==> config.mk <==
export PLATFORM = sky130hd
export DESIGN_NAME = bp_cce_mem_resp_delay
export DESIGN_NICKNAME = d
export VERILOG_FILES = /design/src/rtl/bp_cce_mem_resp_delay.sv
export SDC_FILE = /design/constraint.sdc
export NUM_CORES = 2
export LEC_CHECK = 0
export ABC_AREA = 1
export BUFFER_PORTS_ARGS = -buffer_cell sky130_fd_sc_hd__buf_2
export CAP_MARGIN = 20
export CORE_AREA = 2 2 524 526
export CTS_CLUSTER_SIZE = 24
export DETAILED_ROUTE_END_ITERATION = 10
export DIE_AREA = 0 0 526 528
export SETUP_SLACK_MARGIN = 0.4
export SLEW_MARGIN = 20
export SYNTH_ARGS = -nofsm -noshare
export SYNTH_HDL_FRONTEND = slang
export SYNTH_SLANG_ARGS = --single-unit
==> constraint.sdc <==
create_clock -name clk_i -period 26.3 [get_ports clk_i]
set_input_delay 0 -clock clk_i [delete_from_list [all_inputs] [get_ports clk_i]]
set_output_delay 0 -clock clk_i [all_outputs]
set_load 0.01 [all_outputs]
==> src/rtl/bp_cce_mem_resp_delay.sv <==
// Delays memory responses toward the CCE: two independent in-order FIFOs hold each packet delay_p extra cycles.
// Performance counters are built only when BP_CCE_MEM_RESP_DELAY_PERF_EN is defined; otherwise they read 0.

module bp_cce_mem_resp_delay_chan #(
    parameter int unsigned width_p = 8,
    parameter int unsigned els_p   = 4,
    parameter int unsigned delay_p = 8
) (
    input  logic               clk_i,
    input  logic               reset_i,
    input  logic [width_p-1:0] data_i,
    input  logic               v_i,
    output logic               ready_o,
    output logic [width_p-1:0] data_o,
    output logic               v_o,
    input  logic               ready_i
);
    localparam int unsigned         ptr_w_lp = (els_p > 1) ? $clog2(els_p) : 1;
    localparam int unsigned         cnt_w_lp = ptr_w_lp + 1;
    localparam logic [7:0]          delay_lp = 8'(delay_p);
    localparam logic [cnt_w_lp-1:0] els_lp   = cnt_w_lp'(els_p);

    logic [width_p-1:0]  mem_r [els_p];
    logic [7:0]          age_r [els_p];
    logic [ptr_w_lp-1:0] rptr_r;
    logic [ptr_w_lp-1:0] wptr_r;
    logic [cnt_w_lp-1:0] cnt_r;
    logic [cnt_w_lp-1:0] cnt_n;
    logic                ready_r;
    logic                enq;
    logic                deq;

    assign enq     = v_i & ready_r;
    assign deq     = v_o & ready_i;
    assign cnt_n   = cnt_r + cnt_w_lp'(enq) - cnt_w_lp'(deq);
    assign ready_o = ready_r;
    assign v_o     = (cnt_r != '0) && (age_r[rptr_r] == delay_lp);
    assign data_o  = mem_r[rptr_r];

    // Pointers, occupancy and saturating per-slot ages; ready is registered so it stays low in reset.
    always_ff @(posedge clk_i or negedge reset_i) begin
        if (!reset_i) begin
            rptr_r  <= '0;
            wptr_r  <= '0;
            cnt_r   <= '0;
            ready_r <= 1'b0;
            for (int i = 0; i < int'(els_p); i++) begin
                age_r[i] <= '0;
            end
        end else begin
            cnt_r   <= cnt_n;
            ready_r <= (cnt_n < els_lp);
            if (enq) begin
                wptr_r <= wptr_r + ptr_w_lp'(1);
            end
            if (deq) begin
                rptr_r <= rptr_r + ptr_w_lp'(1);
            end
            for (int i = 0; i < int'(els_p); i++) begin
                if (enq && (wptr_r == ptr_w_lp'(i))) begin
                    age_r[i] <= '0;
                end else if (age_r[i] != delay_lp) begin
                    age_r[i] <= age_r[i] + 8'd1;
                end
            end
        end
    end

    // Payload storage needs no reset: occupancy alone decides what is valid.
    always_ff @(posedge clk_i) begin
        if (enq) begin
            mem_r[wptr_r] <= data_i;
        end
    end
endmodule

module bp_cce_mem_resp_delay #(
    parameter int unsigned resp_width_p      = 64,
    parameter int unsigned data_resp_width_p = 576,
    parameter int unsigned els_p             = 4,
    parameter int unsigned delay_p           = 8
) (
    input  logic                         clk_i,
    input  logic                         reset_i,
    input  logic [resp_width_p-1:0]      mem_resp_i,
    input  logic                         mem_resp_v_i,
    output logic                         mem_resp_ready_o,
    input  logic [data_resp_width_p-1:0] mem_data_resp_i,
    input  logic                         mem_data_resp_v_i,
    output logic                         mem_data_resp_ready_o,
    output logic [resp_width_p-1:0]      mem_resp_o,
    output logic                         mem_resp_v_o,
    input  logic                         mem_resp_ready_i,
    output logic [data_resp_width_p-1:0] mem_data_resp_o,
    output logic                         mem_data_resp_v_o,
    input  logic                         mem_data_resp_ready_i,
    output logic [31:0]                  stall_cnt_o,
    output logic [31:0]                  release_cnt_o
);
    bp_cce_mem_resp_delay_chan #(
        .width_p (resp_width_p),
        .els_p   (els_p),
        .delay_p (delay_p)
    ) u_resp (
        .clk_i   (clk_i),
        .reset_i (reset_i),
        .data_i  (mem_resp_i),
        .v_i     (mem_resp_v_i),
        .ready_o (mem_resp_ready_o),
        .data_o  (mem_resp_o),
        .v_o     (mem_resp_v_o),
        .ready_i (mem_resp_ready_i)
    );

    bp_cce_mem_resp_delay_chan #(
        .width_p (data_resp_width_p),
        .els_p   (els_p),
        .delay_p (delay_p)
    ) u_data_resp (
        .clk_i   (clk_i),
        .reset_i (reset_i),
        .data_i  (mem_data_resp_i),
        .v_i     (mem_data_resp_v_i),
        .ready_o (mem_data_resp_ready_o),
        .data_o  (mem_data_resp_o),
        .v_o     (mem_data_resp_v_o),
        .ready_i (mem_data_resp_ready_i)
    );

`ifdef BP_CCE_MEM_RESP_DELAY_PERF_EN
    logic        stall_c;
    logic [1:0]  rel_inc_c;
    logic [32:0] stall_sum_c;
    logic [32:0] rel_sum_c;
    logic [31:0] stall_cnt_r;
    logic [31:0] release_cnt_r;

    assign stall_c     = (mem_resp_v_o & ~mem_resp_ready_i)
                       | (mem_data_resp_v_o & ~mem_data_resp_ready_i);
    assign rel_inc_c   = 2'(mem_resp_v_o & mem_resp_ready_i)
                       + 2'(mem_data_resp_v_o & mem_data_resp_ready_i);
    assign stall_sum_c = {1'b0, stall_cnt_r} + 33'(stall_c);
    assign rel_sum_c   = {1'b0, release_cnt_r} + 33'(rel_inc_c);

    // Saturating counters: a carry out of bit 31 pins the count at all ones.
    always_ff @(posedge clk_i or negedge reset_i) begin
        if (!reset_i) begin
            stall_cnt_r   <= '0;
            release_cnt_r <= '0;
        end else begin
            stall_cnt_r   <= stall_sum_c[32] ? '1 : stall_sum_c[31:0];
            release_cnt_r <= rel_sum_c[32] ? '1 : rel_sum_c[31:0];
        end
    end

    assign stall_cnt_o   = stall_cnt_r;
    assign release_cnt_o = release_cnt_r;
`else
    assign stall_cnt_o   = '0;
    assign release_cnt_o = '0;
`endif
endmodule

==> results.md <==
- Leak pwr: 46.0 nW
- Worst setup margin: 19.77 ns
- Worst slew pin tran: 1.25 ns
- Max cap viols: 0
- Final wirelength: 307000 um
- Final setup TNS: 0 ns
- RSZ-0062 raised after global routing: no
- GRT Overall Usage: 21.0%
- Final Cycle Share: 24.8%
- Status: complete, no violations
- CTS Buffer Depth: 4
- Die Width: 526 um
- Synth area leaders: edfxtp_1 78%, o21ai_0 6.6%, nor2_1 5.1%
- FF+latch count, synth: 2640
- Yosys top cell area share: 77.8%
- Area leader, netlist: edfxtp_1
- Final #Nets: 9950
- Crit path buffers/inverters: 6
- Number of enable flip-flop cells after synthesis: 2560
- Worst hold stages: 2
- Met2 wire length: 147000 um
- Crit path to: mem_data_resp_o[299]
- Synthesized cell area: 98800 um^2
- Post-DP HPWL: 186000 um
- DRT Pass-1 Iters: 6
- Mapped Cells: 6787
- Crit path from: u_data_resp.rptr_r[0]$_DFFE_PN0P_
- Met3 wire len: 28900 um
- CP delay by family, top: buffers and inverters
- Top post-synthesis cells by count: 2560 x edfxtp_1, 1343 x nor2_1, 1312 x o21ai_0
- Routed Antenna Nets: 0
- Die area: 278000 um^2
- Startpoint types: flop
- Required time worst endpoint: 26.30 ns
- Clock latency on the worst-skew pair: 0.87 ns
- Postcts setup bufs: 0
- Root Driver: clkbuf_16
- Post-DR wirelength/cell: 23.3 um
- Gates resized, CTS repair: 0
- Reg-to-reg startpoint: u_data_resp.ready_o$_DFF_PN0_
- Final Hold Fails: 0
- CTS Buf Count: 284
- Pre-CTS WS: 20.48 ns
- GRT Residual Overflow: 0
- R2R Path End: u_data_resp.mem_r[3][286]$_DFFE_PP_
- Pwr dens: 106 nW/um^2
- DRC viols: 0
- Post-synth cell types: 34
- Critical path cell sequence: inv_8, buf_12, buf_4, buf_12, buf_4, o21ai_0, o22ai_1, buf_2
- Global-route wire length before repair: 439000 um
- Max VDD drop: 0.0853 mV
- Crit end category: output pin
- Initial antenna violation count: 121
- Starting DRT DRC Count: 5558
- Min Tclk post-route: 6.53 ns
- Clock transition at the registers of the reported paths: 0.06 ns
- Top sig layer: met5
- Worst hold slack: 0.0532 ns
- Ys flop type: edfxtp_1
- Largest net degree at the start of global routing: 202
- R2R Setup Slk: 20.61 ns
- Overall power: 13.8 mW
- Die Ht: 528 um
- Arr. time, crit path: 6.53 ns
- Routability Congestion: 0.851
- FFs w/ async S/R, synth: 3.03%
- Vias in the first global route: 66462
- Layout cell share with drive strength beyond 1: 18.7%
- Synth-to-layout area growth: 32.2%
- Cell row count: 192
- Routed vias: 68114
- Setup violators final: 0
- Number of I/O port buffers: 1289
- Worst Reg-to-Reg Cells: 9
- M1 WL: 114000 um
- CTS HTree Levels: 5
- Register area share after synthesis: 79.8%
- Synth warn: 0
- Sinks on Clock Net: 2640
- Worst Path Max Fanout: 188
- Starting Density: 36.3%
- CTS tree: yes
- CP Class: flop to output pin
- CP max-delay cell: buf_4
- # IOs: 1354
- Relative slew margins: 16.7%
- Final Max Slew Viols: 0
- Levels on crit path: 8
- Vias/cell: 5.17
- Clk_skew: 0.0382 ns
- Hold Path Class: primary input to flop
- Avg Synthesized Cell Area: 14.6 um^2
- Max Fclk: 0.153 GHz
- Biggest cell delay along the critical path: 0.92 ns
- Core area: 272000 um^2
- Count leader, synth: edfxtp_1
==> worst min path at each step <==
| stage | endpoint | slack, ns | startpoint |
|---|---|---|---|
| after floorplan | u_data_resp.age_r[0]$_DFFE_PN0P_ | -0.30 | reset_i |
| after global placement | u_resp.rptr_r[0]$_DFFE_PN0P_ | -0.07 | reset_i |
| after detailed placement | u_resp.rptr_r[1]$_DFFE_PN0P_ | -0.06 | reset_i |
| after CTS | u_data_resp.mem_r[2][518]$_DFFE_PP_ | 0.003 | mem_data_resp_i[518] |
| after global routing | u_data_resp.mem_r[2][568]$_DFFE_PP_ | 0.01 | mem_data_resp_i[568] |
| final | u_data_resp.mem_r[1][559]$_DFFE_PP_ | 0.05 | mem_data_resp_i[559] |
==> through the flow <==
| step | cell area (um^2) | util (%) | std cells |
|---|---|---|---|
| 3_5_place_dp | 108000 | 39.8 | 11302 |
| 4_1_cts | 130000 | 47.9 | 13088 |
| 5_1_grt | 131000 | 47.9 | 13150 |
| 6_report | 131000 | 48.0 | 13172 |
| 2_1_floorplan | 99000 | - | 6850 |
| 3_3_place_gp | 108000 | 39.8 | 11302 |
==> worst reg2reg max path: cells and delay by family (launching register included) <==
family	cells	cell delay [ns]
buffers and inverters	7	4.38
flip-flops	1	0.35
AND/OR/NAND/NOR	2	0.39
==> cell type report <==
class	count	area (um^2)
fill	23248	142000
clock inverter	166	1850
multi-input combinational	3623	17400
timing repair buffer	2630	19900
inverter	95	395
sequential	2640	78900
tap	3589	4490
antenna	84	210
clock buffer	345	7480
==> cell families after synthesis <==
kind of cell	Yosys count	synth area share, %
AND/OR/NAND/NOR	1530	5.97
adder cells (fa/ha/maj)	30	0.395
other	1	0.00380
buffers and inverters	587	2.82
AO/OA/AOI/OAI	1989	10.9
XOR/XNOR	10	0.0886
flip-flops	2640	79.8
==> cells in the final DEF (no fill, tap or decap), types with 54 or more instances in the layout <==
cell type,instances
edfxtp_1,2560
nor2_1,1342
o21ai_0,1312
buf_2,1288
dlygate4sd3_1,1274
o22ai_1,640
clkbuf_16,291
nand2_1,97
diode_2,84
inv_1,83
dfrtp_1,76
conb_1,64
clkinv_1,60
clkbuf_1,54
==> layer usage <==
| metal | up-vias | global-route usage (%) |
|---|---|---|
| met5 | - | 0 |
| met4 | 78 | 10.6 |
| met3 | 742 | 7.09 |
| met2 | 2833 | 34.6 |
| met1 | 33931 | 24.5 |
| li1 | 30530 | - |
==> sequential cells by signal (all words and copies together), names as in the netlist <==
name / count
u_data_resp.mem_r: 2304
u_resp.mem_r: 256
u_data_resp.age_r: 32
u_resp.age_r: 32
u_data_resp.cnt_r: 3
u_resp.cnt_r: 3
u_data_resp.rptr_r: 2
u_data_resp.wptr_r: 2
u_resp.rptr_r: 2
u_resp.wptr_r: 2
u_data_resp.ready_o: 1
u_resp.ready_o: 1
==> power breakdown <==
group	internal, mW	total, mW	switching, mW
registers	5.19	5.34	0.150
logic	1.27	4.44	3.17
clock network	2.33	4.00	1.67
total	8.80	13.8	4.98
==> what timing repair did <==
item / 4_1_cts / 5_1_grt
endpoints found under the setup margin: 0 / 0
hold buffers: 1275 / 0
endpoints found under the hold margin: 2676 / 0
(Power assumes the default switching activity.)
